<file path="config.mk">
export PLATFORM = sky130hd
export DESIGN_NAME = operand_nibble_loader
export DESIGN_NICKNAME = d
export VERILOG_FILES = /design/src/rtl/board_io_pkg.sv /design/src/rtl/btn_debounce.sv /design/src/rtl/operand_nibble_loader.sv
export SDC_FILE = /design/constraint.sdc
export NUM_CORES = 1
export LEC_CHECK = 0
export ABC_CLOCK_PERIOD_IN_PS = 2000
export BUFFER_PORTS_ARGS = -buffer_cell sky130_fd_sc_hd__buf_2
export CORE_MARGIN = 4
export CORE_UTILIZATION = 50
export DETAILED_ROUTE_END_ITERATION = 16
export HOLD_SLACK_MARGIN = 0.02
export PLACE_DENSITY_LB_ADDON = 0.3
export SYNTH_ARGS = -nofsm -noshare
export SYNTH_HDL_FRONTEND = slang
export SYNTH_HIERARCHICAL = 1
export SYNTH_SLANG_ARGS = --single-unit
</file>
<file path="constraint.sdc">
create_clock -name clk -period 2 [get_ports clk]
set_input_delay 0.2 -clock clk [delete_from_list [all_inputs] [get_ports clk]]
set_output_delay 0.2 -clock clk [all_outputs]
set_load 0.03 [all_outputs]
</file>
<file path="src/rtl/board_io_pkg.sv">
// Shared widths, FSM encoding and helpers for the board-side operand nibble interface.
package board_io_pkg;

  localparam int unsigned NIB_W = 4;
  localparam int unsigned SEL_W = 3;

  typedef enum logic {
    EDIT = 1'b0,
    HOLD = 1'b1
  } ldr_state_t;

  // Saturating 8-bit increment for event counters.
  function automatic logic [7:0] sat_inc8(input logic [7:0] v);
    return (v == 8'hFF) ? v : v + 8'd1;
  endfunction

endpackage

</file>
<file path="src/rtl/btn_debounce.sv">
// Push-button conditioner: 2-flop synchroniser, stability counter and a rising-edge press pulse.
module btn_debounce #(
  parameter int unsigned DEB_CYCLES = 16
) (
  input  logic clk,
  input  logic rst,
  input  logic raw,
  output logic press
);

  localparam int unsigned CNT_W = (DEB_CYCLES > 1) ? $clog2(DEB_CYCLES) : 1;

  logic             sync_ff1;
  logic             sync_ff2;
  logic             stable;
  logic             stable_q;
  logic [CNT_W-1:0] cnt;

  // A level change is accepted only after DEB_CYCLES consecutive differing samples.
  always_ff @(posedge clk) begin
    if (rst) begin
      sync_ff1 <= 1'b0;
      sync_ff2 <= 1'b0;
      stable   <= 1'b0;
      stable_q <= 1'b0;
      cnt      <= '0;
    end else begin
      sync_ff1 <= raw;
      sync_ff2 <= sync_ff1;
      stable_q <= stable;
      if (sync_ff2 == stable) begin
        cnt <= '0;
      end else if (cnt == CNT_W'(DEB_CYCLES - 1)) begin
        stable <= sync_ff2;
        cnt    <= '0;
      end else begin
        cnt <= cnt + CNT_W'(1);
      end
    end
  end

  assign press = stable & ~stable_q;

endmodule

</file>
<file path="src/rtl/operand_nibble_loader.sv">
// Assembles an operand nibble-by-nibble from switches and offers it to the shifter over valid/ready.
module operand_nibble_loader
  import board_io_pkg::*;
#(
  parameter int unsigned DATA_W     = 32,
  parameter int unsigned DEB_CYCLES = 16
) (
  input  logic              clk,
  input  logic              rst,
  input  logic [NIB_W-1:0]  nibble_in,
  input  logic [SEL_W-1:0]  nibble_sel,
  input  logic              load_btn,
  input  logic              commit_btn,
  output logic [DATA_W-1:0] operand,
  output logic              operand_valid,
  input  logic              operand_ready,
  output logic [NIB_W-1:0]  echo_nibble,
  output logic [7:0]        drop_cnt
);

  localparam int unsigned NIBS = DATA_W / NIB_W;

  logic              load_press;
  logic              commit_press;
  logic              sel_ok;
  logic              load_wr;
  logic [DATA_W-1:0] shadow;
  logic [DATA_W-1:0] shadow_nxt;
  ldr_state_t        state;

  btn_debounce #(.DEB_CYCLES(DEB_CYCLES)) u_load_deb (
    .clk   (clk),
    .rst   (rst),
    .raw   (load_btn),
    .press (load_press)
  );

  btn_debounce #(.DEB_CYCLES(DEB_CYCLES)) u_commit_deb (
    .clk   (clk),
    .rst   (rst),
    .raw   (commit_btn),
    .press (commit_press)
  );

  // Selector values beyond the last nibble are silently ignored.
  if (NIBS >= (1 << SEL_W)) begin : g_sel_full
    assign sel_ok = 1'b1;
  end else begin : g_sel_part
    assign sel_ok = (32'(nibble_sel) < NIBS);
  end

  assign load_wr = load_press & sel_ok;

  // Next shadow value; also feeds the operand so a same-cycle load is committed.
  always_comb begin
    shadow_nxt = shadow;
    if (load_wr) begin
      for (int unsigned i = 0; i < NIBS; i++) begin
        if (32'(nibble_sel) == i) begin
          shadow_nxt[i*NIB_W +: NIB_W] = nibble_in;
        end
      end
    end
  end

  always_comb begin
    echo_nibble = '0;
    for (int unsigned i = 0; i < NIBS; i++) begin
      if (32'(nibble_sel) == i) begin
        echo_nibble = shadow[i*NIB_W +: NIB_W];
      end
    end
  end

  // EDIT/HOLD handshake FSM with shadow, operand and drop counter.
  always_ff @(posedge clk) begin
    if (rst) begin
      state         <= EDIT;
      shadow        <= '0;
      operand       <= '0;
      operand_valid <= 1'b0;
      drop_cnt      <= '0;
    end else begin
      shadow <= shadow_nxt;
      case (state)
        EDIT: begin
          if (commit_press) begin
            operand       <= shadow_nxt;
            operand_valid <= 1'b1;
            state         <= HOLD;
          end
        end
        HOLD: begin
          if (commit_press) begin
            drop_cnt <= sat_inc8(drop_cnt);
          end
          if (operand_valid && operand_ready) begin
            operand_valid <= 1'b0;
            state         <= EDIT;
          end
        end
      endcase
    end
  end

endmodule

</file>
==> flow_results.org, run 1 <==
** Critical path
- The signal on the critical path passes through mux2_2 > a22o_1 > a22oi_1 > o21ai_0 > buf_2.
- Along the worst path, the maximum fanout reaches 2.
- The kind of cell with the highest combined delay along the critical path is compound AO/OA/AOI/OAI gates.
- WS Path Type :: flop to output pin
- Data required time of the worst path :: 1.80 ns
- Category of the worst setup path capture point :: output pin
- The startpoint identified for the worst register-to-register timing path is drop_cnt[0]$_SDFFE_PP0P_.
- Counting cells, the worst reg-to-reg path comes to 5.
- In this design, the stage delay of the slowest critical-path cell is 0.34 ns.
- Setup slack on the worst flop-to-flop path :: between 0.2 and 0.25 ns
- The worst setup path is launched from a flop.
- Worst path buffer plus inverter count :: 1
- At the worst endpoint, the arrival time is between 1.5 and 2 ns.
- The slowest stage of the critical path belongs to the cell dfxtp_1.
- In this run the critical register-to-register path is captured at drop_cnt[5]$_SDFFE_PP0P_.

** Place
- Port bufs :: 56
- RePlAce Congestion :: 0.8928
- Placement-stage cell area :: 3968 um2
- Worst slack at placement :: about 0.23 ns
- Half-perimeter wire length after placement :: approximately 5.2 mm

** Detailed routing
- 1st-pass router iterations :: 4
- DRC :: 0
- Initial DRC count :: between 70 and 80
- In this run the remaining antenna-violating nets after routing total 0.
- Total via count after detailed routing :: ~2.7k
- Post-detailed-route via-to-cell ratio :: ~5.3
- Post-detailed-route wirelength per cell :: 14.41 um
- WL final :: between 7 and 8 mm

** Power and ir drop
- Cell internal power was estimated by the tool at roughly 0.0024 W.
- The clock network accounts for ~39% of the total power.
- In this run switching power makes up 21.66% of total power.
- In this run, the combinational gates consume 3.3% of the power.
- The analysis attributes to net switching a power of 0.0006737 W.
- Worst supply voltage drop on vdd :: approximately 500 uV
- Static power due to leakage :: 1.721 nW
- Pwr/cell area :: 747.2 nW/um2
- In this run, flip-flops and latches consume between 50 and 60% of the power.

** Synthesis
- Synth Net Count :: ~380
- Synthesis inferred 90 register bits.
- Synth unique cells :: 41
- After technology mapping, the gate count stands at about 360.
- Yosys warns :: 6
- Count of flip-flops with a built-in enable after synthesis :: 0
- The top cell type by area accounts for 49.97% of the synthesized area.
- Sorting the synthesized cells by area gives the leading types as dfxtp_1 50%, mux2i_1 11%, nor2_1 8.6%, a211oi_1 6.9%, nor2b_1 2.1%.
- Share of flip-flops with an asynchronous set or reset after synthesis :: 0%
- Mean cell area of the mapped netlist :: 9.989 um2
- Sequential fraction of the synthesis area :: 49.97%
- Mapped cell area :: between 3000 and 4000 um2
- dfxtp_1 is the most common cell in the netlist.
- The biggest area contributor in the post-synthesis netlist is dfxtp_1.
- By count the netlist is led by 90 x dfxtp_1, 83 x nor2_1, 39 x mux2i_1, 33 x a211oi_1, 15 x clkbuf_1.
- For this run, the leading register cell type out of synthesis is dfxtp_1.

** Clocking
- For this design, the sink count on the clock tree is 90.
- In this run the deepest clock path goes through 2 buffers.
- The number of gates resized after CTS was 0.
- Worst-Skew Late Latency :: 0.35 ns
- Clock root buffer :: clkbuf_8
- Buffers added to address setup during post-CTS repair amount to 0.
- Clock-pin slew was measured on the worst setup and hold paths at about 0.08 ns.
- Clock tree synthesis inserted a total of 9 buffers.
- Number of hold buffers added after CTS :: 0
- TritonCTS built the clock tree.
- Deepest level of the CTS H-tree :: 3

** Global route
- Maximum number of pins on one net before global-route repair :: 38
- Global routing consumed, on the met3 layer, 6.661% of the routing resources.
- Met2 Track Usage GR :: between 20% and 30%
- Wire length of the first global-routing pass :: about 12 mm
- Total routing resource utilization after global routing :: between 15 and 20%
- The global routing stage identified its most utilized layer as met2.
- Vias in the first global route :: 2607
- Global-route track usage on met1 :: 21.80%
- The number of antenna violations at the first check in global routing came to 0.
- Global routing finished with a remaining overflow of 0.

** Final layout
- 0 antenna diodes ended up in the layout.
- Finished layout cell area :: 4163 um2
- Cells fill 60.27% of the core in the end.
- Layout cells sized above 1 :: 23.61%
- From synthesis to final layout, the design area changed by 15.44%.
- Fill cell total of the finished layout :: ~630
- The net count of the finished layout is 425.

** Timing
- Worst slew margin relative to its limit :: approximately 63%
- The number of hold-slack violations in the final timing report was 0.
- The routed design could run at a clock period as short as about 1.8 ns.
- Final setup violation count :: 0
- On the final layout, the worst hold slack is between 0.06 and 0.07 ns.
- Final worst setup slack :: about 0.16 ns
- Dividing the final minimum period by the clock period gives between 90 and 100%.
- Setup repair after global routing left no endpoint under its margin.
- Post-Route Skew :: between 0.008 and 0.009 ns
- FMAX :: between 0.5 and 0.6 GHz
- In the final timing run, aggregate negative setup slack is 0 ns.
- The number of pins with negative max-slew slack in the final report came to 0.
- Slew of the pin with the lowest slew margin :: between 0.5 and 0.6 ns

** Die
- Count of pins on the block boundary :: 57
- For this configuration, the core starts out at a cell density of a little over half.
- The die covers 8635 um2.
- Core region area :: around 7000 um2
- Cell Rows :: 30
- Vert. Die Dim :: ~93 um
- Die X-Extent :: 92.93 um

** Hold path
- Worst Hold Launch :: load_btn
- The tightest min-delay check is of the input pin to flop type.
- Hold endpoint :: u_load_deb/sync_ff1$_SDFF_PP0_
- Counting instances, the worst hold path has a depth of 2.

** Run
- Maximum capacitance violations :: 0

** Status
- Run status :: completed
==> power by group through the flow <==
stage	combinational, W	clock [W]	sequential, W
finish	0.000104	0.00121	0.00180
global route	0.000113	0.00131	0.00180
CTS	0.000104	0.00124	0.00180
detailed placement	0.000104	0	0.00184
global placement	0.000102	0	0.00184
floorplan	0.0000710	0	0.00184
==> flip-flops by register name, indices dropped and copies added (netlist names), 4 cells and up <==
name and flops:
shadow 32, u_commit_deb/cnt 4, operand 32, u_load_deb/cnt 4, drop_cnt 8
==> cells by family (layout without fill, tap and decap cells) <==
logic type | after synthesis | in the layout | share of synthesized area, %
AO/OA/AOI/OAI | 56 | 56 | 11.03
XOR/XNOR | 10 | 10 | 2.429
adder cells (fa/ha/maj) | 3 | 3 | 1.041
buffers and inverters | 28 | 82 | 3.296
flip-flops | 90 | 90 | 49.97
multiplexers | 46 | 46 | 13.64
AND/OR/NAND/NOR | 128 | 128 | 18.60
==> per-layer routing <==
layer	vias to the layer above	part of all wire, %	routed length, um
met5	-	0	0
met4	0	1.5	112
met3	12	5.3	389
met2	57	48	3530
met1	1255	45	3331
li1	1361	-	-
==> placed cells by master (no fill, tap or decap), types with 2 or more instances in the layout <==
| cell type | count |
|---|---|
| a211oi_1 | 33 |
| a21oi_1 | 8 |
| a22o_1 | 3 |
| a22oi_1 | 2 |
| and3_4 | 3 |
| buf_2 | 56 |
| buf_4 | 5 |
| clkbuf_8 | 10 |
| clkinv_2 | 3 |
| dfxtp_1 | 90 |
| ha_1 | 3 |
| inv_1 | 4 |
| mux2_2 | 5 |
| mux2i_1 | 39 |
| mux4_2 | 2 |
| nand2_1 | 7 |
| nand3_1 | 5 |
| nor2_1 | 83 |
| nor2b_1 | 11 |
| nor3_4 | 2 |
| nor3b_4 | 2 |
| o21ai_0 | 4 |
| o31ai_1 | 2 |
| or3_4 | 2 |
| or4_1 | 2 |
| xnor2_1 | 7 |
| xor2_1 | 3 |
==> worst reg2reg max path, cell delays in order, from the launching register on <==
cell and delay, ns:
dfxtp_1 0.35, ha_1 0.24, and3_4 0.20, a21o_1 0.25, or4_1 0.50, a21oi_1 0.16
==> worst max path at each step <==
stage                                        start                       end  slack [ns]  depth (start not counted)
after global routing         shadow[18]$_SDFF_PP0_            echo_nibble[2]       0.002                          5
after detailed placement             nibble_sel[0]            echo_nibble[1]        0.23                          6
after global placement               nibble_sel[0]            echo_nibble[1]        0.25                          6
after CTS                    shadow[25]$_SDFF_PP0_            echo_nibble[1]        0.14                          5
after floorplan           drop_cnt[0]$_SDFFE_PP0P_  drop_cnt[5]$_SDFFE_PP0P_        0.24                          5
final                        shadow[25]$_SDFF_PP0_            echo_nibble[1]        0.16                          5
==> cell type report <==
cell class	instances	area, um2	area share [%]
Timing Repair Buffer	62	337.8	8.115
Sequential cell	90	1802	43.28
Clock inverter	5	53.80	1.292
Tap cell	96	120.1	2.885
Clock buffer	11	141.4	3.396
Inverter	4	15.01	0.3607
Multi-Input combinational cell	243	1693	40.67
==> stage by stage <==
step / instances / total power (W)
2_1_floorplan: 361 / 0.001910
3_3_place_gp: 495 / 0.001942
3_5_place_dp: 495 / 0.001944
4_1_cts: 511 / 0.003146
5_1_grt: 511 / 0.003220
6_report: 511 / 0.003110
No activity file was read; power rests on OpenSTA's default activity.
==> inputs of run 2 (changes only) <==
- CORE_UTILIZATION: 50 -> 56
- SLEW_MARGIN: default -> 20
==> flow_results.org, run 2 (synthesis results as in run 1) <==
** Status
- Run status :: completed

** Global route
- Vias in the first global route :: about 2.5k
- For this run the aggregate overflow at the end of global routing stands at 0.
- Entering global routing, the biggest net connects 67 pins.
- Wire length of the first global-routing pass :: 11.76 mm
- Global routing used 19.29% of the available tracks.
- The number of antenna violations at the first check in global routing came to 0.

** Critical path
- Crit-path slowest cell :: dfxtp_1
- Critical path launch point type :: flop
- The worst setup path is captured at an output pin.
- Crit-path leading delay family :: compound AO/OA/AOI/OAI gates
- For the worst setup path, the data required time is 1.80 ns.
- Maximum fanout encountered on the critical timing path :: 2
- Worst path buffer plus inverter count :: 1
- For the worst setup path, the data arrival time is 1.66 ns.
- Largest incremental delay on the critical path :: roughly 0.34 ns
- WS Path Type :: flop to output pin
- The critical path goes through mux2_2 > a22o_1 > a22oi_1 > o21ai_0 > buf_2.

** Final layout
- Fill cell total of the finished layout :: 506
- Count of nets after finishing :: approximately 420
- Registers with the most flip-flops :: operand (32), shadow (32), drop_cnt (8)
- From synthesis to final layout, the design area changed by 14.16%.
- Leading cell type in the layout, fill and taps excluded :: dfxtp_1
- The top cell types in the final layout, fill and taps aside, are 90 x dfxtp_1, 83 x nor2_1, 56 x buf_2.
- The number of antenna diodes in the final layout is 0.
- After the flow finishes, the layout carries non-filler instances totaling between 400 and 500.
- In the final layout, the share of cells above drive strength 1 is between 20% and 30%.

** Timing
- Post-Route Skew :: roughly 0.0071 ns
- The tightest hold path in the finished design has a slack of 0.07091 ns.
- Final critical-path share of the clock period :: a little over 90%
- Adding up every negative setup slack in the final design gives 0 ns.
- Headroom to the max-slew limit came out at about three fifths.
- Final Hold Fails :: 0
- Final setup violation count :: 0
- The number of pins with negative max-slew slack in the final report came to 0.
- Setup repair after global routing left no endpoint under its margin.
- The worst path in the final design needs a cycle of ~1.9 ns, including I/O delays and setup.
- Slew of the pin with the lowest slew margin :: just under 0.6 ns
- Based on the critical path, the design can be clocked at up to about 0.54 GHz.

** Clocking
- After clock tree synthesis, the flow added hold-fix buffers numbering 0.
- CTS max path bufs :: 2
- The later pin in the worst-skew pair is clocked with a latency of roughly 0.34 ns.
- The tree built by TritonCTS fans out to 90 sinks.
- Clock root buffer :: clkbuf_8
- The clock tree synthesis step divided the H-tree into 3 levels.
- CTS buffer count :: 9
- Post-CTS setup buffers :: 0
- TritonCTS built the clock tree.
- Clock-pin slew was measured on the worst setup and hold paths at roughly 0.08 ns.
- Gates resized during post-CTS repair numbered 0.

** Detailed routing
- WL final :: between 7 and 8 mm
- After the first detailed-routing iteration, the DRC count stood at 131.
- DRC :: 0
- Total via count after detailed routing :: roughly 2.7k
- After detailed routing, the average wire length per cell comes to ~15 um.
- Using the TritonRoute via totals, the vias-per-cell ratio works out to ~5.5.
- Remaining antenna violation count :: 0
- The first detailed-routing pass ran for 4 iterations.

** Die
- Overall die area :: roughly 7800 um2
- Core region area :: 6096 um2
- Die X-Extent :: between 80 and 90 um
- Initial cell density of the core :: between 50% and 60%
- Row generation in the floorplan step produced 28 rows.
- For this design the top-level I/O count stands at 57.
- Measured along the y axis, the die boundary spans 88.25 um.

** Place
- Port bufs :: 56
- The wire-length estimate of the detail-placed layout is 5.025 mm.
- Counting tap cells, the placed design contains a total of roughly 470 instances.
- Routability-driven placement finished with a final weighted congestion of 0.9689.

** Power and ir drop
- In this run the power density over the cells is ~730 nW/um2.
- Worst supply voltage drop on vdd :: 509.1 uV
- Summed over all cells, the static leakage comes to 1.701 nW.
- After layout, the design draws a total of about 0.003 W.

** Hold path
- Class of the tightest hold or removal check :: input pin to flop

** Run
- Max-cap violations in this run came to 0.
-- run 2: cell types whose count changed in the layout (fill, tap and decap cells not counted), sizes merged --
| cell | delta |
|---|---|
| bufinv | -1 |
| clkinv | -3 |
| clkinvlp | +1 |
| clkbuf | +1 |
| buf | -2 |
-- run 2: worst paths after layout --
check / startpoint / slack (ns) / end / cells after the start
worst max-delay path: shadow[25]$_SDFF_PP0_ / 0.14 / echo_nibble[1] / 5
worst min-delay path: commit_btn / 0.07 / u_commit_deb/sync_ff1$_SDFF_PP0_ / 2
worst max register to register: drop_cnt[0]$_SDFFE_PP0P_ / 0.28 / drop_cnt[5]$_SDFFE_PP0P_ / 5
worst min register to register: u_load_deb/sync_ff1$_SDFF_PP0_ / 0.45 / u_load_deb/sync_ff2$_SDFF_PP0_ / 1
-- run 2: cell type report --
| type | instances | area [um2] | share of cell area (%) |
|---|---|---|---|
| clock buffers | 12 | 165.2 | 4.012 |
| clock inverters | 2 | 12.51 | 0.3040 |
| inverters | 4 | 15.01 | 0.3647 |
| multi-input cells | 243 | 1693 | 41.12 |
| flip-flops and latches | 90 | 1802 | 43.77 |
| well taps | 75 | 93.84 | 2.280 |
| repair buffers | 60 | 335.3 | 8.146 |
-- run 2: routing by layer --
layer	share of wire, %	vias up	GRT usage (%)
met3	5.5	11	4.190
met1	47	1228	27.49
met4	1.7	0	7.830
met5	0	-	0
li1	-	1351	-
met2	46	64	28.48
-- run 2: where the power goes --
part,switching (W),internal [W]
Clock,0.000579,0.000538
Combinational,0.0000697,0.0000327
Sequential,0.00000242,0.00179
-- run 2: through the flow --
stage / util [%] / setup WS (ns) / instance area [um2]
after global routing: 67.53 / 0.09298 / 4116
after global placement: 64.61 / 0.2399 / 3939
after detailed placement: 64.61 / 0.2041 / 3939
final: 67.53 / 0.1385 / 4116
after CTS: 67.53 / 0.1324 / 4116
after floorplan: - / 0.2363 / 3606
